**src/rtl/sram_spi_arbiter.sv**
```systemverilog
// sram_spi_arbiter
// Shares one SPI serial SRAM between two byte-wide requesters (port 0: CPU,
// port 1: UART loader). Each access is one SPI frame: opcode, address, data,
// all MSB first, mode 0, two system clocks per serial bit.
//
// Ports
//   clk               system clock, everything on the rising edge
//   reset             synchronous, active-low
//   pN_req            access request, held until pN_ack
//   pN_we             1 = byte write, 0 = byte read
//   pN_addr           byte address (ADDR_W bits)
//   pN_wdata          write byte
//   pN_rdata          read byte, valid while pN_ack is high, kept afterwards
//   pN_ack            one-cycle completion pulse
//   sclk              SPI clock, idle low
//   sram_ce           SRAM chip enable, active low
//   si                serial data to SRAM
//   so                serial data from SRAM
//   busy              high whenever the FSM is not idle
module sram_spi_arbiter #(
  parameter int unsigned ADDR_W    = 16,
  parameter logic [7:0]  CMD_READ  = 8'h03,
  parameter logic [7:0]  CMD_WRITE = 8'h02
) (
  input  logic              clk,
  input  logic              reset,
  input  logic              p0_req,
  input  logic              p0_we,
  input  logic [ADDR_W-1:0] p0_addr,
  input  logic [7:0]        p0_wdata,
  output logic [7:0]        p0_rdata,
  output logic              p0_ack,
  input  logic              p1_req,
  input  logic              p1_we,
  input  logic [ADDR_W-1:0] p1_addr,
  input  logic [7:0]        p1_wdata,
  output logic [7:0]        p1_rdata,
  output logic              p1_ack,
  output logic              sclk,
  output logic              sram_ce,
  output logic              si,
  input  logic              so,
  output logic              busy
);

  // Frame length in bits and the width of the half-bit counter.
  localparam int unsigned N  = 16 + ADDR_W;
  localparam int unsigned CW = $clog2(2 * N);
  localparam logic [CW-1:0] LAST_CNT = CW'(2 * N - 1);
  // Index of the first data bit within the frame.
  localparam logic [CW-2:0] DATA_IDX = (CW - 1)'(8 + ADDR_W);

  typedef enum logic [1:0] {IDLE, SHIFT, DONE, GAP} state_t;

  state_t          state_q;
  logic [CW-1:0]   cnt_q;
  logic [N-1:0]    frame_q;
  logic [6:0]      rxByte_q;
  logic            gnt_q;
  logic            lastGnt_q;
  logic            we_q;
  logic            sclk_q;
  logic            ce_q;
  logic            si_q;
  logic            p0Ack_q;
  logic            p1Ack_q;
  logic [7:0]      p0Rdata_q;
  logic [7:0]      p1Rdata_q;

  logic            gnt_d;
  logic            selWe;
  logic [N-1:0]    frame_d;
  logic [CW-1:0]   cnt_d;
  logic [7:0]      rx_d;
  logic            dataSample;

  // Round-robin choice: on a tie the port not granted last wins, a lone
  // requester always wins. The full frame for the chosen port is built here
  // so it can be latched in one step; read frames carry zeros in the data
  // field so si stays low while the SRAM answers.
  always_comb begin
    gnt_d = 1'b0;
    if (p0_req && p1_req) begin
      gnt_d = ~lastGnt_q;
    end else if (p1_req) begin
      gnt_d = 1'b1;
    end
    selWe = gnt_d ? p1_we : p0_we;
    if (gnt_d) begin
      frame_d = {(p1_we ? CMD_WRITE : CMD_READ), p1_addr, (p1_we ? p1_wdata : 8'h00)};
    end else begin
      frame_d = {(p0_we ? CMD_WRITE : CMD_READ), p0_addr, (p0_we ? p0_wdata : 8'h00)};
    end
  end

  // Half-bit bookkeeping: odd counts are phase 1 (sclk high); so is sampled
  // at the end of phase 1 of each data bit, and the byte assembled so far
  // plus the current so bit forms the result on the final half-bit.
  always_comb begin
    cnt_d      = cnt_q + CW'(1);
    rx_d       = {rxByte_q, so};
    dataSample = cnt_q[0] && (cnt_q[CW-1:1] >= DATA_IDX);
  end

  // Main FSM. All SPI pins and acks are registered here so they change only
  // on clock edges. The frame is held in a shift register: its MSB is moved
  // to si at the start of every bit (entry into SHIFT and each phase-1 to
  // phase-0 transition).
  always_ff @(posedge clk) begin
    if (!reset) begin
      state_q   <= IDLE;
      cnt_q     <= '0;
      frame_q   <= '0;
      rxByte_q  <= '0;
      gnt_q     <= 1'b0;
      lastGnt_q <= 1'b1;
      we_q      <= 1'b0;
      sclk_q    <= 1'b0;
      ce_q      <= 1'b1;
      si_q      <= 1'b0;
      p0Ack_q   <= 1'b0;
      p1Ack_q   <= 1'b0;
      p0Rdata_q <= 8'h00;
      p1Rdata_q <= 8'h00;
    end else begin
      case (state_q)
        IDLE: begin
          if (p0_req || p1_req) begin
            state_q   <= SHIFT;
            gnt_q     <= gnt_d;
            lastGnt_q <= gnt_d;
            we_q      <= selWe;
            cnt_q     <= '0;
            ce_q      <= 1'b0;
            sclk_q    <= 1'b0;
            si_q      <= frame_d[N-1];
            frame_q   <= frame_d << 1;
          end
        end
        SHIFT: begin
          if (dataSample) begin
            rxByte_q <= rx_d[6:0];
          end
          if (cnt_q == LAST_CNT) begin
            state_q <= DONE;
            ce_q    <= 1'b1;
            sclk_q  <= 1'b0;
            si_q    <= 1'b0;
            if (gnt_q) begin
              p1Ack_q <= 1'b1;
              if (!we_q) begin
                p1Rdata_q <= rx_d;
              end
            end else begin
              p0Ack_q <= 1'b1;
              if (!we_q) begin
                p0Rdata_q <= rx_d;
              end
            end
          end else begin
            cnt_q  <= cnt_d;
            sclk_q <= cnt_d[0];
            if (cnt_q[0]) begin
              si_q    <= frame_q[N-1];
              frame_q <= frame_q << 1;
            end
          end
        end
        DONE: begin
          p0Ack_q <= 1'b0;
          p1Ack_q <= 1'b0;
          state_q <= GAP;
        end
        GAP: begin
          state_q <= IDLE;
        end
        default: begin
          state_q <= IDLE;
        end
      endcase
    end
  end

  assign sclk     = sclk_q;
  assign sram_ce  = ce_q;
  assign si       = si_q;
  assign p0_ack   = p0Ack_q;
  assign p1_ack   = p1Ack_q;
  assign p0_rdata = p0Rdata_q;
  assign p1_rdata = p1Rdata_q;
  assign busy     = (state_q != IDLE);

endmodule

```
**config.mk**
```make
export PLATFORM = sky130hd
export DESIGN_NAME = sram_spi_arbiter
export DESIGN_NICKNAME = d
export VERILOG_FILES = /design/src/rtl/sram_spi_arbiter.sv
export SDC_FILE = /design/constraint.sdc
export NUM_CORES = 1
export LEC_CHECK = 0
export ABC_AREA = 1
export ABC_CLOCK_PERIOD_IN_PS = 2900
export CAP_MARGIN = 20
export CORE_ASPECT_RATIO = 1.4
export CORE_MARGIN = 2
export CORE_UTILIZATION = 56
export CTS_CLUSTER_DIAMETER = 50
export DETAILED_ROUTE_END_ITERATION = 6
export PLACE_DENSITY = 0.95
export SLEW_MARGIN = 10
export SYNTH_ARGS = -nofsm -noshare
export SYNTH_HDL_FRONTEND = slang
export SYNTH_SLANG_ARGS = --single-unit
```
**constraint.sdc**
```tcl
create_clock -name clk -period 2.9 [get_ports clk]
set_input_delay 0.58 -clock clk [delete_from_list [all_inputs] [get_ports clk]]
set_output_delay 0.58 -clock clk [all_outputs]
set_load 0.1 [all_outputs]
```
Yosys cells after proc, flatten, opt, wreduce, memory -nomap -nowiden --
Index checks and enable logic that the tools add are counted.
Word-level totals: register bits after elaboration 71, bits of input ports 55
Cells by class: $add $sub $neg 1, bitwise logic cells 3, equality and inequality tests 11, multiplexer cells 33, reduce and logical (&&, ||, !) cells 19, magnitude comparators 1
Operators by type and width (count):
- $mux 32 | 3
- $pmux 32 s2 | 1
- $mux 25 | 1
- $mux 8 | 2
- $mux 1 | 15
- $reduce_and 3->1 | 5
- $mux 6 | 2
- $ne 2x2->1 const B | 6
- $pmux 6 s2 | 1
- $reduce_and 4->1 | 3
- $pmux 1 s2 | 5
- $pmux 2 s4 | 1
- $reduce_and 2->1 | 4
- $add 6x1->6 const B | 1
- $eq 6x6->1 const B | 1
- $reduce_bool 2->1 | 3
- $ge 5x5->1 const B | 1
- $eq 2x2->1 const B | 2
- $mux 2 | 2
- $ne 3x3->1 const B | 1
- $not 1->1 | 3
- $eq 2x1->1 const B | 1
- $logic_and 1x1->1 | 2
- $logic_not 2->1 | 1
- $logic_or 1x1->1 | 1

Longest topological paths before layout --
Gate-level depths: netlist of the first run.
word-level depth 5, gate-level depth with buffers 10, mapped depth without buffers 10

Worst setup path after synthesis of the first run --
No wires, ideal clock.
kind register to register, start register state_q[0], end register frame_q[10], path buffers 2, data required time 2787 ps, library setup time 113 ps, data arrival time 2110 ps, cell stages (with the launch flop) 11, slack 677 ps, cells stage by stage dfxtp_1 > inv_1 > ha_1 > inv_1 > nand2_1 > nand2_4 > nand3_2 > buf_6 > buf_6 > nor2_1 > nor2_1
Between the ends: word-level cells in the longest chain between the ends 3, elaborated cells on any way between the ends 8, those cells by class eq/ne (4); mux (1); reduce/logical (3)
RTL lines:
- from (decl) | RTL line 55 | state_t state_q;
- from (signal assigned) | RTL line 111 | state_q <= IDLE;
- from (signal assigned) | RTL line 129 | state_q <= SHIFT;
- from (signal assigned) | RTL line 145 | state_q <= DONE;
- $eq 2x1->1 or $logic_not 2->1 (tied branches) | RTL line 126 | case (state_q)
- $ne 2x2->1 (no line) or $reduce_bool 2->1 (tied branches)
- $reduce_and 4->1 (no line)
- to (signal assigned) | RTL line 137 | frame_q <= frame_d << 1;
- to (signal assigned) | RTL line 165 | frame_q <= frame_q << 1;
- to (decl) | RTL line 57 | logic [N-1:0] frame_q;
Several ways; a longest one is shown, not always the timed one. A chain may end at the register's enable or synchronous reset.

Worst setup path after layout of the first run --
start register state_q[1], end register frame_q[2]
The elaborated chain is that of the path after synthesis.

==> impl_metrics.tcl, run 1 <==
set metrics [dict create \
    status "completed" \
    yosys_warnings 0 \
    antenna_found_initial 0 \
    wirelength_mm 9.71 \
    reg2reg_slack_ns 0.55 \
    synth_area_um2 3760 \
    synth_area_per_cell_um2 6.18 \
    synth_area_leaders "dfxtp_1 37%, nand2_1 16%, nor2_1 9.7%, nand3_1 9.6%, inv_1 9.0%" \
    root_buffer "clkbuf_8" \
    final_cells 749 \
    firstDrtPassIters 7 \
    pwr-share-seq_pct 30.5 \
    track_usage_pct 27.3 \
    dp_hpwl_mm 6.82 \
    io_buffers 76 \
    swShare_pct 46.4 \
    synthToLayoutAreaGrowth_pct 24.7 \
    fillCellCount 514 \
    routedWlPerCell_um 13.0 \
    synth-async-reset-ratio_pct 0 \
    dpl-instance-area_um2 4490 \
    yosysMostFrequentCell "nand2_1" \
    layout.nets 729 \
    finalMaxSlewViolations 0 \
    synth-seq-cells 70 \
    hold_slack_ns 0.471 \
    synth_edf_count 0 \
    fin_area_um2 4690 \
    synth_nets 667 \
    power_density_nw_per_um2 936 \
    tns_ns 0 \
    setup_viol 0 \
    intPower_w 0.00235 \
    skew_ns 0.00947 \
    pin_count 77 \
    cts_tree "done" \
    synth.largest_area_cell "dfxtp_1" \
    cts_resized 0 \
    timing.final.crit_share_pct 81.0 \
    crit_required_ns 3.13 \
    final_antenna_net_count 0 \
    postCtsHoldBufs 0 \
    hp-start "p1_rdata[4]" \
    start_util_pct 57.6 \
    cts_setup_buffers 0 \
    rsz0062_at_grt "false" \
    cts_buffers 9 \
    place_congestion 0.819 \
    htreeDepth 3 \
    dp.cells 733 \
    r2r_start "state_q[1]" \
    synth_top_area_share_pct 37.3 \
    worstSetupPathType "reg -> reg" \
    relSlewSlack_pct 62.4 \
    routed-via-count 3901 \
    p_comb_share_pct 51.7 \
    worstSetupEndpointType "flop" \
    finish.utilization_pct 71.8 \
    hold_violations 0 \
    gr-total-overflow 0 \
    grt_pass1_wl_mm 16.1 \
    layout-drive-gt1-share_pct 8.30 \
    maxCapViolations 0 \
    peakVddDrop_mv 0.619 \
    min_path_type "reg -> reg" \
    die_h_um 101 \
    via_per_inst 5.21 \
    drtIter0Drc 287 \
    crit_start "state_q[1]" \
    clk_latency_ns 0.34 \
    max_freq_mhz 426 \
    grt_max_degree 43 \
    layout_min_cycle_time_ns 2.35 \
    p_clk_share_pct 17.9 \
    tightest_slew_ns 0.563 \
    clock_path_buffers 2 \
    worstPathMaxFanout 20 \
    power_leakage_nw 2.32 \
    synth_cell_types 25 \
    diodes 0 \
    synth_ff_type "dfxtp_1" \
    cts.sinks 70 \
    p_sw_w 0.00203 \
    ys_top_cells_by_count "162 x nand2_1, 97 x nor2_1, 90 x inv_1" \
    grt_pass1_vias 3815 \
    drcViolationCount 0 \
    die_w_um 73.2 \
    synthesis.instances 608 \
    ys_seq_area_share_pct 37.3 \
    die-area_um2 7390 \
    worst_setup_path_start_kind "flop" \
    core_area_um2 6530 \
    path_clk_slew_ns 0.07 \
    arrival_ns 2.58 \
    placementRows 35 \
]
-- stage by stage --
step                      worst slack (ns)  power [W]
after floorplan                      0.677    0.00309
after global placement               0.527    0.00346
after detailed placement             0.421    0.00357
after CTS                            0.598    0.00439
after global routing                 0.372    0.00473
final                                0.552    0.00439
-- flip-flops by register name (all words and copies together), names as in the netlist --
| signal | count |
|---|---|
| frame_q | 31 |
| p0_rdata | 8 |
| p1_rdata | 8 |
| rxByte_q | 7 |
| cnt_q | 6 |
| state_q | 2 |
| gnt_q | 1 |
| lastGnt_q | 1 |
| p0_ack | 1 |
| p1_ack | 1 |
| sclk | 1 |
| si | 1 |
| sram_ce | 1 |
| we_q | 1 |
-- cell type report --
cell class	instances	area, µm²	area share, %
Clock inverter	5	58.8	1.26
Inverter	91	342	7.29
Clock buffer	11	141	3.02
Multi-Input combinational cell	414	1850	39.4
Tap cell	74	92.6	1.98
Sequential cell	70	1400	29.9
Timing Repair Buffer	84	803	17.1
-- power groups by stage --
stage                     registers [W]  logic (W)  clock network (W)
after global placement          0.00134    0.00212                  0
after CTS                       0.00133    0.00226           0.000792
after floorplan                 0.00156    0.00153                  0
after global routing            0.00136    0.00253           0.000842
after detailed placement        0.00135    0.00222                  0
final                           0.00134    0.00227           0.000784
-- metal layers --
layer | wire (µm) | GRT usage (%)
met2 | 4900 | 49.8
met4 | 255 | 11.1
met1 | 3830 | 28.7
met3 | 714 | 7.30
met5 | 0 | 0
-- worst max-delay path, cell delays in order, from the launching register on --
cell     delay (ns)
dfxtp_1        0.37
inv_1          0.08
ha_1           0.35
nand3_1        0.43
nand3_2        0.48
buf_12         0.32
nor2_1         0.14
nor2_1         0.07
-- path summary, 6_finish.rpt --
| kind | to | cells past startpoint |
|---|---|---|
| max reg2reg | frame_q[2] | 7 |
| max | frame_q[2] | 7 |
| min reg2reg | p1_rdata[4] | 2 |
| min | p1_rdata[4] | 2 |
-- logic make-up (layout without fill, tap and decap cells) --
family                     count (synthesis)  count (layout)  share of synthesized area [%]
AOI/OAI and AO/OA                         64              64                           8.95
buffers and inverters                    124             191                           13.6
DFF                                       70              70                           37.3
and+or+nand+nor                          346             346                           38.8
adders and majority gates                  4               4                           1.33
-- cell usage in the layout, fill, tap and decap left out --
cell type / Yosys / routed
a21oi_2: 1 / 1
inv_1: 90 / 90
clkdlybuf4s50_1: 0 / 54
dfxtp_1: 70 / 70
nand3_1: 72 / 72
nor3_4: 2 / 2
nor2_2: 1 / 1
clkinv_2: 0 / 1
nand2_1: 162 / 162
nand2_2: 2 / 2
o21ai_1: 1 / 1
clkbuf_1: 15 / 1
a21oi_1: 24 / 24
nand3_2: 1 / 1
buf_12: 0 / 3
clkbuf_8: 0 / 10
clkinvlp_4: 0 / 2
o21ai_4: 1 / 1
nand3b_1: 1 / 1
buf_4: 0 / 27
bufinv_16: 0 / 1
nand2_4: 1 / 1
a31oi_1: 1 / 1
inv_2: 1 / 1
clkinv_4: 0 / 1
nor2_1: 97 / 97
o21ai_0: 36 / 36
nand4_1: 6 / 6
ha_1: 4 / 4
nor3_2: 1 / 1
(Power assumes the default switching activity.)
==> inputs of run 2 (changes only) <==
Settings changed: ABC_CLOCK_PERIOD_IN_PS 2900 to 2080, CORE_UTILIZATION 56 to 47, PLACE_DENSITY 0.95 to 0.86.
Clock period 2.9 ns to 2.08 ns, I/O delays scaled along.
==> run 2 against run 1 <==
Non-clock buffer count grew 9. Utilization is 9.4 points lower. Clock power grew 72%. Final area up 3.3%. Routed wire length decreased by 4.7%. Flip-flop and latch count is the same. Combinational power rose by 39%. Worst hold slack improved by 0.0018 ns. Register-to-register slack got worse by 0.29 ns. Clock-buffer cell count rose by 2. Global-route usage shrank 5.1 points. First-iteration DRC count down 31%. Largest cell class unchanged. Highest routed layer unchanged.
==> impl_metrics.tcl, run 2 (synthesis results as in run 1) <==
set metrics [dict create \
    skew_ns 0.0122 \
    largest_reg_flops 31 \
    dp_hpwl_mm 6.80 \
    relSlewSlack_pct 64.5 \
    tightest_slew_ns 0.527 \
    grt_max_degree 58 \
    hp-start "p1_rdata[2]" \
    crit_required_ns 2.35 \
    postCtsHoldBufs 0 \
    worstPathMaxFanout 57 \
    antenna_found_initial 0 \
    worstSetupPathType "reg -> reg" \
    fin_total_pwr_w 0.00635 \
    clk_latency_ns 0.35 \
    crit_chain "inv_1 > ha_1 > buf_4 > o21ai_4 > nand2_4 > nand3_2 > buf_12 > nand2_1 > a21oi_1" \
    setup_viol 0 \
    finalMaxSlewViolations 0 \
    arrival_ns 2.09 \
    p_comb_share_pct 49.6 \
    io_buffers 76 \
    root_buffer "clkbuf_8" \
    cts_resized 0 \
    layout-drive-gt1-share_pct 9.50 \
    drtIter0Drc 197 \
    whs_path_depth 2 \
    clock_path_buffers 2 \
    r2r_cells 9 \
    dpl-instance-area_um2 4590 \
    diodes 0 \
    slowest_stage "dfxtp_1" \
    die_w_um 79.6 \
    synthToLayoutAreaGrowth_pct 28.7 \
    fin_area_um2 4840 \
    pwr-share-seq_pct 29.1 \
    routed-via-count 3858 \
    routedWlPerCell_um 11.8 \
    swShare_pct 43.3 \
    via_per_inst 4.92 \
    p_sw_w 0.00275 \
    place_congestion 0.865 \
    cts_setup_buffers 0 \
    max_freq_mhz 550 \
    preCtsSetupSlack_ns 0.0495 \
    grt_pass1_wl_mm 15.5 \
    worstSetupEndpointType "flop" \
    hold_violations 0 \
    track_usage_pct 22.1 \
    grt_pass1_vias 3666 \
    firstDrtPassIters 5 \
    drcViolationCount 0 \
    die_h_um 110 \
    wirelength_mm 9.25 \
    layout.nets 738 \
    core_area_um2 7750 \
    whs_endpoint "p1_rdata[2]" \
    peakVddDrop_mv 1.25 \
    die-area_um2 8740 \
    start_util_pct 48.5 \
    p_clk_share_pct 21.3 \
    fillCellCount 672 \
    layout_min_cycle_time_ns 1.82 \
    cts.sinks 70 \
    rsz0062_at_grt "false" \
    mostFrequentLayoutCells "162 x nand2_1, 97 x nor2_1, 89 x inv_1" \
    worst_setup_path_start_kind "flop" \
    maxCapViolations 0 \
    power_leakage_nw 2.39 \
    min_path_type "reg -> reg" \
    max_stage_delay_ns 0.37 \
    r2r-end "frame_q[1]" \
    power_density_nw_per_um2 1310 \
    path_clk_slew_ns 0.07 \
    cts_tree "done" \
    r2r_start "state_q[1]" \
    cts_buffers 9 \
    tns_ns 0 \
    gr-total-overflow 0 \
    placementRows 38 \
    final_antenna_net_count 0 \
    pin_count 77 \
    htreeDepth 3 \
    intPower_w 0.00360 \
    top_register "frame_q" \
    timing.final.crit_share_pct 87.4 \
    final_common_cell "nand2_1" \
    status "completed" \
    reg2reg_slack_ns 0.26 \
    timing.final.ws_setup_ns 0.263 \
]
-- run 2: worst max-delay path by stage --
stage / from / to / slack (ns) / depth (start not counted)
4_1_cts: state_q[1] / frame_q[1] / 0.26 / 9
5_1_grt: state_q[1] / frame_q[1] / 0.09 / 9
6_report: state_q[1] / frame_q[1] / 0.26 / 9
3_5_place_dp: p1_req / frame_q[1] / 0.05 / 7
2_1_floorplan: state_q[0] / cnt_q[0] / 0.02 / 10
3_3_place_gp: p0_req / frame_q[25] / 0.06 / 8
-- run 2: worst max-delay path, delay by kind of cell (launching register included) --
kind	cells	cell delay, ns
AND/OR/NAND/NOR	3	0.39
AO/OA/AOI/OAI	2	0.25
flip-flops	1	0.37
buffers and inverters	3	0.49
adder cells (fa/ha/maj)	1	0.23
-- run 2: power by group through the flow --
stage,Combinational (W),Clock (W),Sequential (W)
after global routing,0.00355,0.00144,0.00188
after CTS,0.00317,0.00139,0.00185
final,0.00315,0.00135,0.00185
after floorplan,0.00215,0,0.00217
after global placement,0.00305,0,0.00186
after detailed placement,0.00313,0,0.00188
-- run 2: routing by layer --
metal | part of all wire, % | vias to the layer above | track usage (%) | wire length, µm
met2 | 50 | 118 | 39.9 | 4620
met1 | 42 | 1711 | 24.3 | 3860
met3 | 6.6 | 19 | 4.68 | 610
li1 | - | 2010 | - | -
met5 | 0 | - | 0 | 0
met4 | 1.7 | 0 | 11.1 | 161
-- run 2: layout make-up --
cell class,instances,area (µm²),area share (%)
multi-input combinational,414,1850,38.2
tap,100,125,2.59
timing repair buffer,93,871,18.0
sequential,70,1400,29.0
clock buffer,13,159,3.28
clock inverter,3,90.1,1.86
inverter,91,345,7.14
-- run 2: through the flow --
stage / hold WS [ns] / util, % / cells
floorplan: 0.439 / - / 608
global route: 0.493 / 62.4 / 784
detailed placement: 0.461 / 59.2 / 768
global placement: 0.452 / 59.2 / 768
CTS: 0.480 / 62.4 / 784
finish: 0.473 / 62.4 / 784
==> inputs of run 3 (changes only) <==
Settings changed: ABC_CLOCK_PERIOD_IN_PS 2080 to 2290, CORE_UTILIZATION 47 to 56, PLACE_DENSITY 0.86 to 0.95.
Clock period 2.08 ns to 2.29 ns, I/O delays scaled along.
==> run 3 against run 2 <==
Utilization is 10 points higher. Non-clock buffer count is 5 lower. Via count is 0.49% higher. Fmax is 7.4% lower. Sequential share of layout area is 0.55 points higher. Combinational power is 10% lower. Clock-buffer cell count is 2 lower. Sequential power is 9% lower. Final area is 1.9% lower. Worst setup slack better by 0.065 ns. Register-to-register slack better by 0.07 ns. Final cell count is 4.0% lower. Critical endpoint is now p0_rdata[2]. Largest power group unchanged. Highest routed layer unchanged.
==> impl_metrics.tcl, run 3 (synthesis results as in run 1) <==
set metrics [dict create \
    status "completed" \
    slowest_stage "ha_1" \
    peakVddDrop_mv 1.26 \
    via_per_inst 5.15 \
    worstSetupPathType "reg -> reg" \
    core_area_um2 6530 \
    use_met3_pct 5.90 \
    grt_pass1_vias 3690 \
    worstPathMaxFanout 10 \
    cts_tree "done" \
    worst_setup_path_start_kind "flop" \
    power_density_nw_per_um2 1190 \
    path_clk_slew_ns 0.08 \
    diodes 0 \
    cp_top_family "simple AND/OR/NAND/NOR gates" \
    dp.cells 737 \
    drtIter0Drc 275 \
    met2_usage_pct 45.3 \
    cts_resized 0 \
    max_stage_delay_ns 0.37 \
    layout.nets 733 \
    layout-drive-gt1-share_pct 8.98 \
    hold_slack_ns 0.476 \
    synthToLayoutAreaGrowth_pct 26.3 \
    cts_buffers 9 \
    antenna_found_initial 0 \
    timing.final.crit_share_pct 85.7 \
    rsz0062_at_grt "false" \
    clock_path_buffers 2 \
    worst-path-stages 7 \
    grt_use_met1_pct 28.4 \
    skew_ns 0.00702 \
    final_cells 753 \
    placementRows 35 \
    crit_chain "inv_1 > ha_1 > inv_2 > nor3_4 > nand2_1 > o21ai_0 > nor2_1" \
    mostFrequentLayoutCells "162 x nand2_1, 97 x nor2_1, 90 x inv_1" \
    min_path_type "reg -> reg" \
    firstDrtPassIters 5 \
    cts_setup_buffers 0 \
    drcViolationCount 0 \
    io_buffers 76 \
    clk_latency_ns 0.34 \
    cts.sinks 70 \
    top_register "frame_q" \
    wirelength_mm 9.21 \
    gr-total-overflow 0 \
    final_antenna_net_count 0 \
    crit_required_ns 2.52 \
    arrival_ns 2.19 \
    hold_violations 0 \
    grt_pass1_wl_mm 15.3 \
    pin_count 77 \
    die_h_um 101 \
    routed-via-count 3877 \
    maxCapViolations 0 \
    routedWlPerCell_um 12.2 \
    htreeDepth 3 \
    root_buffer "clkbuf_8" \
    postCtsHoldBufs 0 \
    tns_ns 0 \
    dp_hpwl_mm 6.56 \
    die-area_um2 7390 \
    grt_max_degree 58 \
    max_freq_mhz 510 \
    busiest_layer "met2" \
    start_util_pct 57.6 \
    track_usage_pct 25.8 \
    fin_area_um2 4750 \
    worstSetupEndpointType "flop" \
    layout_min_cycle_time_ns 1.96 \
    largest_reg_flops 31 \
    setup_viol 0 \
    finalMaxSlewViolations 0 \
    place_congestion 0.844 \
    whs_path_depth 2 \
    dpl-instance-area_um2 4520 \
    relSlewSlack_pct 68.0 \
    critPathBufInv 2 \
    tightest_slew_ns 0.475 \
    final_common_cell "nand2_1" \
    die_w_um 73.2 \
    power_leakage_nw 2.36 \
    r2r_cells 7 \
]
## run 3: cell types whose count changed in the layout (fill, tap and decap cells not counted), sizes merged
| cell | previous run | this run |
|---|---|---|
| clkbuf | 13 | 11 |
| inv | 90 | 91 |
| buf | 39 | 34 |
| clkinv | 0 | 2 |
| bufinv | 3 | 2 |
## run 3: per-stage QoR
step / utilization (%) / worst slack, ns / power [W]
final: 72.8 / 0.328 / 0.00564
after global routing: 72.8 / 0.172 / 0.00609
after CTS: 72.8 / 0.368 / 0.00565
after detailed placement: 69.2 / 0.147 / 0.00450
after global placement: 69.2 / 0.226 / 0.00437
after floorplan: - / 0.0672 / 0.00392
## run 3: layer usage
layer  part of all wire (%)  vias to the layer above
li1                       -                     2000
met1                     41                     1691
met2                     49                      156
met3                    7.8                       30
met4                    3.1                        0
met5                      0                        -
## run 3: final timing paths
kind,slack (ns),endpoint,from
max,0.33,p0_rdata[2],state_q[1]
min,0.48,p1_rdata[7],p1_rdata[7]
max reg2reg,0.33,p0_rdata[2],state_q[1]
min reg2reg,0.48,p1_rdata[7],p1_rdata[7]
## run 3: worst register-to-register path, cell delays in order (launching register included)
cell and delay (ns):
dfxtp_1 0.33, inv_1 0.08, ha_1 0.37, inv_2 0.15
nor3_4 0.34, nand2_1 0.24, o21ai_0 0.27, nor2_1 0.07
## run 3: cell type report
cell class                      count  area, µm²
Clock buffer                       11        151
Clock inverter                      5       81.3
Fill cell                         515       1780
Inverter                           91        342
Multi-Input combinational cell    414       1850
Sequential cell                    70       1400
Tap cell                           74       92.6
Timing Repair Buffer               88        833
## run 3: power breakdown
| group | total (W) | internal, W | switching, W |
|---|---|---|---|
| logic | 0.00282 | 0.000915 | 0.00191 |
| clock network | 0.00114 | 0.000673 | 0.000464 |
| registers | 0.00168 | 0.00153 | 0.000152 |
